===== config.mk =====
export PLATFORM = sky130hd
export DESIGN_NAME = alu_operand_stage
export DESIGN_NICKNAME = d
export VERILOG_FILES = /design/src/rtl/alu_operand_stage.sv
export SDC_FILE = /design/constraint.sdc
export NUM_CORES = 1
export LEC_CHECK = 0
export BUFFER_PORTS_ARGS = -buffer_cell sky130_fd_sc_hd__buf_2
export CAP_MARGIN = 10
export CORE_ASPECT_RATIO = 0.5
export CORE_UTILIZATION = 37
export DETAILED_ROUTE_END_ITERATION = 7
export HOLD_SLACK_MARGIN = 0.08
export PLACE_DENSITY = 0.71
export SLEW_MARGIN = 20
export SYNTH_ARGS = -nofsm -noshare
export SYNTH_HDL_FRONTEND = slang
export SYNTH_SLANG_ARGS = --single-unit

===== constraint.sdc =====
create_clock -name clk -period 2.5 [get_ports clk]
set_input_delay 0.375 -clock clk [delete_from_list [all_inputs] [get_ports clk]]
set_output_delay 0.375 -clock clk [all_outputs]
set_load 0.02 [all_outputs]

===== src/rtl/alu_operand_stage.sv =====
// ALU operand stage: it selects the operands, forwards results from EX/MEM, stalls on a
// load-use hazard, and registers the operand pair behind valid/ready. Define ALU_FWD_EN to enable forwarding.
module alu_operand_stage #(
    parameter int WIDTH   = 32,
    parameter int SHAMT_W = 5,
    parameter int REG_AW  = 5
) (
    input  logic               clk,
    input  logic               rst,
    input  logic               in_valid,
    output logic               in_ready,
    input  logic [1:0]         alu_src,
    input  logic [REG_AW-1:0]  rs_addr,
    input  logic [REG_AW-1:0]  rt_addr,
    input  logic [WIDTH-1:0]   rs_data,
    input  logic [WIDTH-1:0]   rt_data,
    input  logic [WIDTH-1:0]   ext_imm,
    input  logic [SHAMT_W-1:0] shamt,
    input  logic               ex_wr_en,
    input  logic [REG_AW-1:0]  ex_wr_addr,
    input  logic [WIDTH-1:0]   ex_wr_data,
    input  logic               mem_wr_en,
    input  logic [REG_AW-1:0]  mem_wr_addr,
    input  logic [WIDTH-1:0]   mem_wr_data,
    input  logic               ex_is_load,
    output logic               out_valid,
    input  logic               out_ready,
    output logic [WIDTH-1:0]   alu_a,
    output logic [WIDTH-1:0]   alu_b,
    output logic               hazard_stall,
    output logic               illegal_err,
    output logic [7:0]         illegal_cnt
);

    typedef enum logic [1:0] {
        SRC_R     = 2'b00,
        SRC_I     = 2'b01,
        SRC_ILL   = 2'b10,
        SRC_SHIFT = 2'b11
    } src_e;

    src_e src;
    logic use_rs, use_rt;
    logic ex_hit_rs, ex_hit_rt, mem_hit_rs, mem_hit_rt;
    logic [WIDTH-1:0] rs_val, rt_val;
    logic [WIDTH-1:0] op_a, op_b;
    logic is_illegal, accept;

    logic             out_valid_q, out_valid_d;
    logic [WIDTH-1:0] alu_a_q, alu_a_d, alu_b_q, alu_b_d;
    logic             illegal_err_q, illegal_err_d;
    logic [7:0]       illegal_cnt_q, illegal_cnt_d;

    assign src = src_e'(alu_src);

    // NOTE: every always_comb output gets a default first so no path can infer a latch.
    always_comb begin
        use_rs = 1'b0;
        use_rt = 1'b0;
        case (src)
            SRC_R:     begin use_rs = 1'b1; use_rt = 1'b1; end
            SRC_I:     use_rs = 1'b1;
            SRC_SHIFT: use_rt = 1'b1;
            default:   ;
        endcase
    end

    // Register 0 is hardwired, so a write aimed at it never matches a source.
    assign ex_hit_rs  = ex_wr_en  && (ex_wr_addr  == rs_addr) && (rs_addr != '0);
    assign ex_hit_rt  = ex_wr_en  && (ex_wr_addr  == rt_addr) && (rt_addr != '0);
    assign mem_hit_rs = mem_wr_en && (mem_wr_addr == rs_addr) && (rs_addr != '0);
    assign mem_hit_rt = mem_wr_en && (mem_wr_addr == rt_addr) && (rt_addr != '0);

`ifdef ALU_FWD_EN
    always_comb begin
        rs_val = rs_data;
        rt_val = rt_data;
        if (ex_hit_rs)       rs_val = ex_wr_data;
        else if (mem_hit_rs) rs_val = mem_wr_data;
        if (ex_hit_rt)       rt_val = ex_wr_data;
        else if (mem_hit_rt) rt_val = mem_wr_data;
    end

    // Only a load in EX is unresolvable; every other producer is forwarded.
    assign hazard_stall = in_valid & ex_is_load &
                          ((use_rs & ex_hit_rs) | (use_rt & ex_hit_rt));
`else
    logic unused_fwd;
    assign unused_fwd = ^{ex_wr_data, mem_wr_data, ex_is_load};

    assign rs_val = rs_data;
    assign rt_val = rt_data;

    // Without forwarding, any pending write to a used source must retire first.
    assign hazard_stall = in_valid &
                          ((use_rs & (ex_hit_rs | mem_hit_rs)) |
                           (use_rt & (ex_hit_rt | mem_hit_rt)));
`endif

    always_comb begin
        op_a       = '0;
        op_b       = '0;
        is_illegal = 1'b0;
        case (src)
            SRC_R:     begin op_a = rs_val; op_b = rt_val;        end
            SRC_I:     begin op_a = rs_val; op_b = ext_imm;       end
            SRC_SHIFT: begin op_a = rt_val; op_b = WIDTH'(shamt); end
            default:   is_illegal = 1'b1;
        endcase
    end

    assign in_ready = ~hazard_stall & (~out_valid_q | out_ready);
    assign accept   = in_valid & in_ready;

    always_comb begin
        out_valid_d   = out_valid_q;
        alu_a_d       = alu_a_q;
        alu_b_d       = alu_b_q;
        illegal_err_d = illegal_err_q;
        illegal_cnt_d = illegal_cnt_q;
        if (accept) begin
            out_valid_d = 1'b1;
            alu_a_d     = op_a;
            alu_b_d     = op_b;
            if (is_illegal) begin
                illegal_err_d = 1'b1;
                if (illegal_cnt_q != 8'hFF) illegal_cnt_d = illegal_cnt_q + 8'd1;
            end
        end else if (out_ready) begin
            out_valid_d = 1'b0;
        end
    end

    // NOTE: sequential state uses non-blocking assignments so every flop samples pre-edge values.
    always_ff @(posedge clk or posedge rst) begin
        if (rst) begin
            out_valid_q   <= 1'b0;
            alu_a_q       <= '0;
            alu_b_q       <= '0;
            illegal_err_q <= 1'b0;
            illegal_cnt_q <= 8'd0;
        end else begin
            out_valid_q   <= out_valid_d;
            alu_a_q       <= alu_a_d;
            alu_b_q       <= alu_b_d;
            illegal_err_q <= illegal_err_d;
            illegal_cnt_q <= illegal_cnt_d;
        end
    end

    assign out_valid   = out_valid_q;
    assign alu_a       = alu_a_q;
    assign alu_b       = alu_b_q;
    assign illegal_err = illegal_err_q;
    assign illegal_cnt = illegal_cnt_q;

endmodule

# Word level (Yosys, flattened, before mapping)
# Cells that the tools add are included.
[totals]
wordCells = 48
latchBits = 0
ff_bits = 74
mem_bits_rw = 0
mem_bits_ro = 0
mem_count = 0
inputBits = 194
out_inout_bits = 76
[op_classes]
n_mux = 6
mul = 0
n_eq_ne = 7
n_reduce_logical = 17
n_lt_le_gt_ge = 0
bitwise_logic = 12
n_div = 0
add_sub_neg = 1
shifts = 0
[ops]
columns = ["cell", "count"]
rows = [
  ["$pmux 32 s3", 1],
  ["$pmux 32 s2", 1],
  ["$eq 5x5->1", 4],
  ["$reduce_bool 5->1", 2],
  ["$add 8x1->8 const B", 1],
  ["$logic_and 1x1->1", 8],
  ["$ne 8x8->1 const B", 1],
  ["$and 1x1->1", 5],
  ["$mux 1", 4],
  ["$or 1x1->1", 4],
  ["$reduce_or 2->1", 2],
  ["$not 1->1", 3],
  ["$reduce_and 3->1", 1],
  ["$reduce_or 3->1", 1],
  ["$eq 2x1->1 const B", 1],
  ["$eq 2x2->1 const B", 1],
  ["$logic_not 2->1", 1],
  ["$reduce_and 2->1", 1],
  ["$reduce_bool 2->1", 1],
]

# Logic depth before layout (Yosys ltp)
[logic_depth]
depth_word = 11
ltp_mapped = 10
ltp_nobuf = 6

# Least setup slack after synthesis
# Ideal clock, no wire load.
[synth_path]
path_type = "input to output"
startpoint = "in alu_src[1]"
endpoint = "out in_ready"
arrival_time_ps = 2092
n_path_buf = 2
path_stages = 8
slack_ps = 33
required_time_ps = 2125
path_cell_list = "inv_1 -> clkbuf_1 -> ha_1 -> clkbuf_1 -> o22a_1 -> a22oi_4 -> and2b_1 -> a21oi_1"
[synth_between]
elab_chain_len = 8
elab_cells_between_ends = 13
classes_between = "2 x eq/ne; 2 x mux; 6 x bitwise; 3 x reduce/logical"
[synth_lines]
columns = ["item", "line_no", "source"]
rows = [
  ["from (decl)", "12", "input logic [1:0] alu_src,"],
  ["$eq 2x1->1, or another cell as far along", "60", "case (src)"],
  ["$reduce_or 2->1 (no line)", "n/a", ""],
  ["$mux 1", "60", ""],
  ["$and 1x1->1 (on tied branches)", "96, 97", ""],
  ["$or 1x1->1 *", "96", "((use_rs & (ex_hit_rs | mem_hit_rs)) |"],
  ["$and 1x1->1 *", "95", "assign hazard_stall = in_valid &"],
  ["named net hazard_stall", "30", "output logic hazard_stall,"],
  ["$not 1->1 *", "112", "assign in_ready = ~hazard_stall & (~out_valid_q | out_ready);"],
  ["$and 1x1->1 *", "112", ""],
  ["to (decl)", "11", "output logic in_ready,"],
]
# The timed path passes the listed nets; every way through them passes the cells marked *.

# Final worst setup path
[layout_path]
startpoint = "in rs_addr[1]"
endpoint = "out in_ready"
[layout_between]
elab_chain_len = 9
elab_cells_between_ends = 13
classes_between = "2 x eq/ne; 6 x bitwise; 5 x reduce/logical"
[layout_lines]
columns = ["item", "line_no", "source"]
rows = [
  ["from (decl)", "13", "input logic [REG_AW-1:0] rs_addr,"],
  ["$eq 5x5->1 (on tied branches)", "69, 71", ""],
  ["$logic_and 1x1->1 (on tied branches) (2 in a row)", "69, 71", ""],
  ["$or 1x1->1 *", "96", ""],
  ["$and 1x1->1 *", "96", ""],
  ["$or 1x1->1 *", "96", ""],
  ["$and 1x1->1 *", "95", ""],
  ["$not 1->1 *", "112", ""],
  ["$and 1x1->1 *", "112", ""],
]
# Mark *: on every way between the ends. The rest lies on a longest branch, timed or not.

==> flow_summary.toml <==
[worst_hold_path]
hold_path_class = "input port to register"

[final_layout]
multiInputGateArea_sq_mm = 0.00221
final_util_pct = 51.2
fin_cells = 719
nFillCells = 1009
nets = 770
area_growth_pct = 33.3
drive_gt1_share_pct = 52.3
diodes = 0
register_area_sq_mm = 0.00185

[synth]
post_synth.cell_area_avg_sq_um = 11.5
syn_nets = 572
yosysWarnings = 0
synthArstFlopShare_pct = 100
synth_area_sq_mm = 0.00429
ys_seq_area_share_pct = 43.2
synth_edf_count = 0
ys_top_cells_by_area = "dfrtp_1, mux2_4, a22oi_1, nor2_1, xnor2_1"
synth_ff_type = "dfrtp_1"
yosysUniqueCellTypes = 32
synth_top_cell_by_area = "dfrtp_1"
synthCells = 373
ys_ff_latch = 74
synth.top_cell.area_share_pct = 43.2

[sta]
setup_viol = 0
period_share_pct = 93.1
tns_ns = 0
rsz0062_at_grt = "false"
skew_ns = 0.00408
max_slew_margin_pct = 64.5
hold_viol_final = 0
layout_min_cycle_time_ns = 2.33
worst_pin_slew_ns = 0.532
layout_setup_ws_ns = 0.173
final-max-slew-violation-count = 0
holdWs_ns = 0.363
fmax_mhz = 430

[floorplanning]
design.core.area_sq_mm = 0.0111
die_height_um = 78.1
die_area_sq_mm = 0.0120
rows = 27
dieWidth_um = 154
initial_core_util_pct = 38.4
io_pins = 270

[setup_path]
path_cells = "buf_2 > or4_1 > o22a_1 > a22oi_4 > and2b_1 > a21oi_1 > buf_2"
arrival_ns = 1.95
path_buf_inv = 2
worstSetupEndpointType = "primary output"
worstSetupPathType = "input port to primary output"
crit_top_cell = "buf_2"
crit_required_ns = 2.12
path_delay_family = "simple AND/OR/NAND/NOR gates"
path_max_fanout = 3
start_kind = "input port"
max_stage_delay_ns = 0.54
slowest_stage = "or4_1"

[global_route]
grt_antenna_before_repair = 0
grt_pass1_vias = 3689
grt_usage_pct = 19.5
grt_pass1_wl_um = 18500
grt_max_degree = 51
grt-ovfl-total = 0

[place]
placedCellCount = 704
io_buffers = 204
place_congestion = 0.873
dp_hpwl_um = 8460
pre_cts_ws_ns = 0.109

[clock_tree]
post_cts_resized = 0
cts-root-buf = "clkbuf_16"
htree_levels = 3
cts_buffers = 9
postCtsSetupBuffers = 0
clkTransAtPathRegs_ns = 0.05
clk_latency_ns = 0.32
cts_tree = "done"
clk_path_buf_depth = 2
cts_sinks = 74

[pwr]
swShare_pct = 31.6
pwr-share-comb_pct = 31.4
power_leakage_nw = 3.01
irDropWorstVdd_mv = 0.351
power.switching_w = 0.00122
intPower_w = 0.00264
power.density_mw_per_mm2 = 676
p_seq_share_pct = 39.2
pwr-share-clk_pct = 29.3

[drt]
drcViolationCount = 0
vias = 3723
dr.pass1.iters = 5
drt_iter0_drc = 209
wirelength_um = 11500
drt-vias-per-instance = 5.18
wire_per_inst_um = 16.0
ant_nets = 0

[outcome]
run_status = "finished clean"

[flow_run]
drv_cap = 0
## synthesized netlist by cell type, types with 2 or more instances
master	n
mux2_4	49
ha_1	5
nand3_1	3
a222oi_1	5
nor2_1	64
a22oi_1	58
dfrtp_1	74
o22ai_1	2
xnor2_1	26
nand4_1	10
and3_1	4
buf_12	6
inv_1	4
mux2_2	17
and2_1	2
a21oi_1	3
clkbuf_1	21
nand2_1	5
buf_1	2
## layout by cell type (no fill, tap or decap), types with 2 or more instances in the layout
cell type,Yosys,layout
a22oi_1,58,58
xnor2_1,26,26
and2_1,2,2
buf_2,0,204
mux2_2,17,17
clkbuf_16,0,9
nand2_1,5,5
buf_4,1,6
o22ai_1,2,2
buf_12,6,6
nand3_1,3,3
nor2_1,64,64
inv_1,4,3
a21oi_1,3,3
a222oi_1,5,5
ha_1,5,4
and3_1,4,4
clkinv_2,0,3
dfrtp_1,74,74
nand4_1,10,10
mux2_4,49,49
## per-stage QoR
step	area [sq um]	total power [W]
4_1_cts	5710	0.00391
2_1_floorplan	4290	0.00232
5_1_grt	5710	0.00407
6_report	5710	0.00386
3_5_place_dp	5440	0.00275
3_3_place_gp	5440	0.00273
## per-layer routing
metal	vias up	global-route usage (%)	part of all wire, %
li1	1751	-	-
met5	-	0	0
met1	1845	24.2	43
met4	0	7.10	2.2
met2	104	34.7	51
met3	23	3.09	3.5
## registers in the layout, indices dropped and copies added, names as in the netlist
signal,flops
alu_a,32
alu_b,32
illegal_cnt,8
illegal_err,1
out_valid,1
## area by class of cell
type,instances,area share [%]
sequential,74,32.4
multi-input combinational,265,38.6
tap,145,3.18
clock buffer,11,4.25
clock inverter,3,0.307
inverter,4,0.285
timing repair buffer,217,20.9
## cells by family after synthesis
kind of cell,count (synthesis),synth area share [%]
mux,66,21.6
flops,74,43.2
compound gates,74,13.3
buf+inv,34,5.34
xor+xnor,26,5.31
simple gates,94,9.69
fa+ha+maj,5,1.46
## what timing repair did
| item | in CTS | in global routing |
|---|---|---|
| setup endpoints to repair | 0 | 0 |
| endpoints found under the hold margin | 24 | 0 |
| hold buffers | 1 | 0 |
## tightest hold or removal path, stage by stage
cell    delay [ns]
buf_2         0.10
inv_1         0.07
a21o_1        0.11
## power by group through the flow
stage               sequential (W)  clock (W)  combinational [W]
global placement           0.00153          0            0.00120
global route               0.00154    0.00123            0.00130
detailed placement         0.00153          0            0.00122
CTS                        0.00152    0.00117            0.00122
floorplan                  0.00177          0           0.000552
finish                     0.00151    0.00113            0.00121
## path summary, 6_finish.rpt
kind	start	slack [ns]	cells past startpoint	to
worst max-delay path	rs_addr[1]	0.17	7	in_ready
worst min register to register	illegal_err	0.47	1	illegal_err
worst max register to register	out_valid	0.88	5	alu_a[13]
max in group asynchronous	rst	1.31	4	alu_a[26]
min in group asynchronous	rst	0.59	3	illegal_cnt[1]
worst min-delay path	out_ready	0.36	3	out_valid
(Power assumes the default switching activity.)
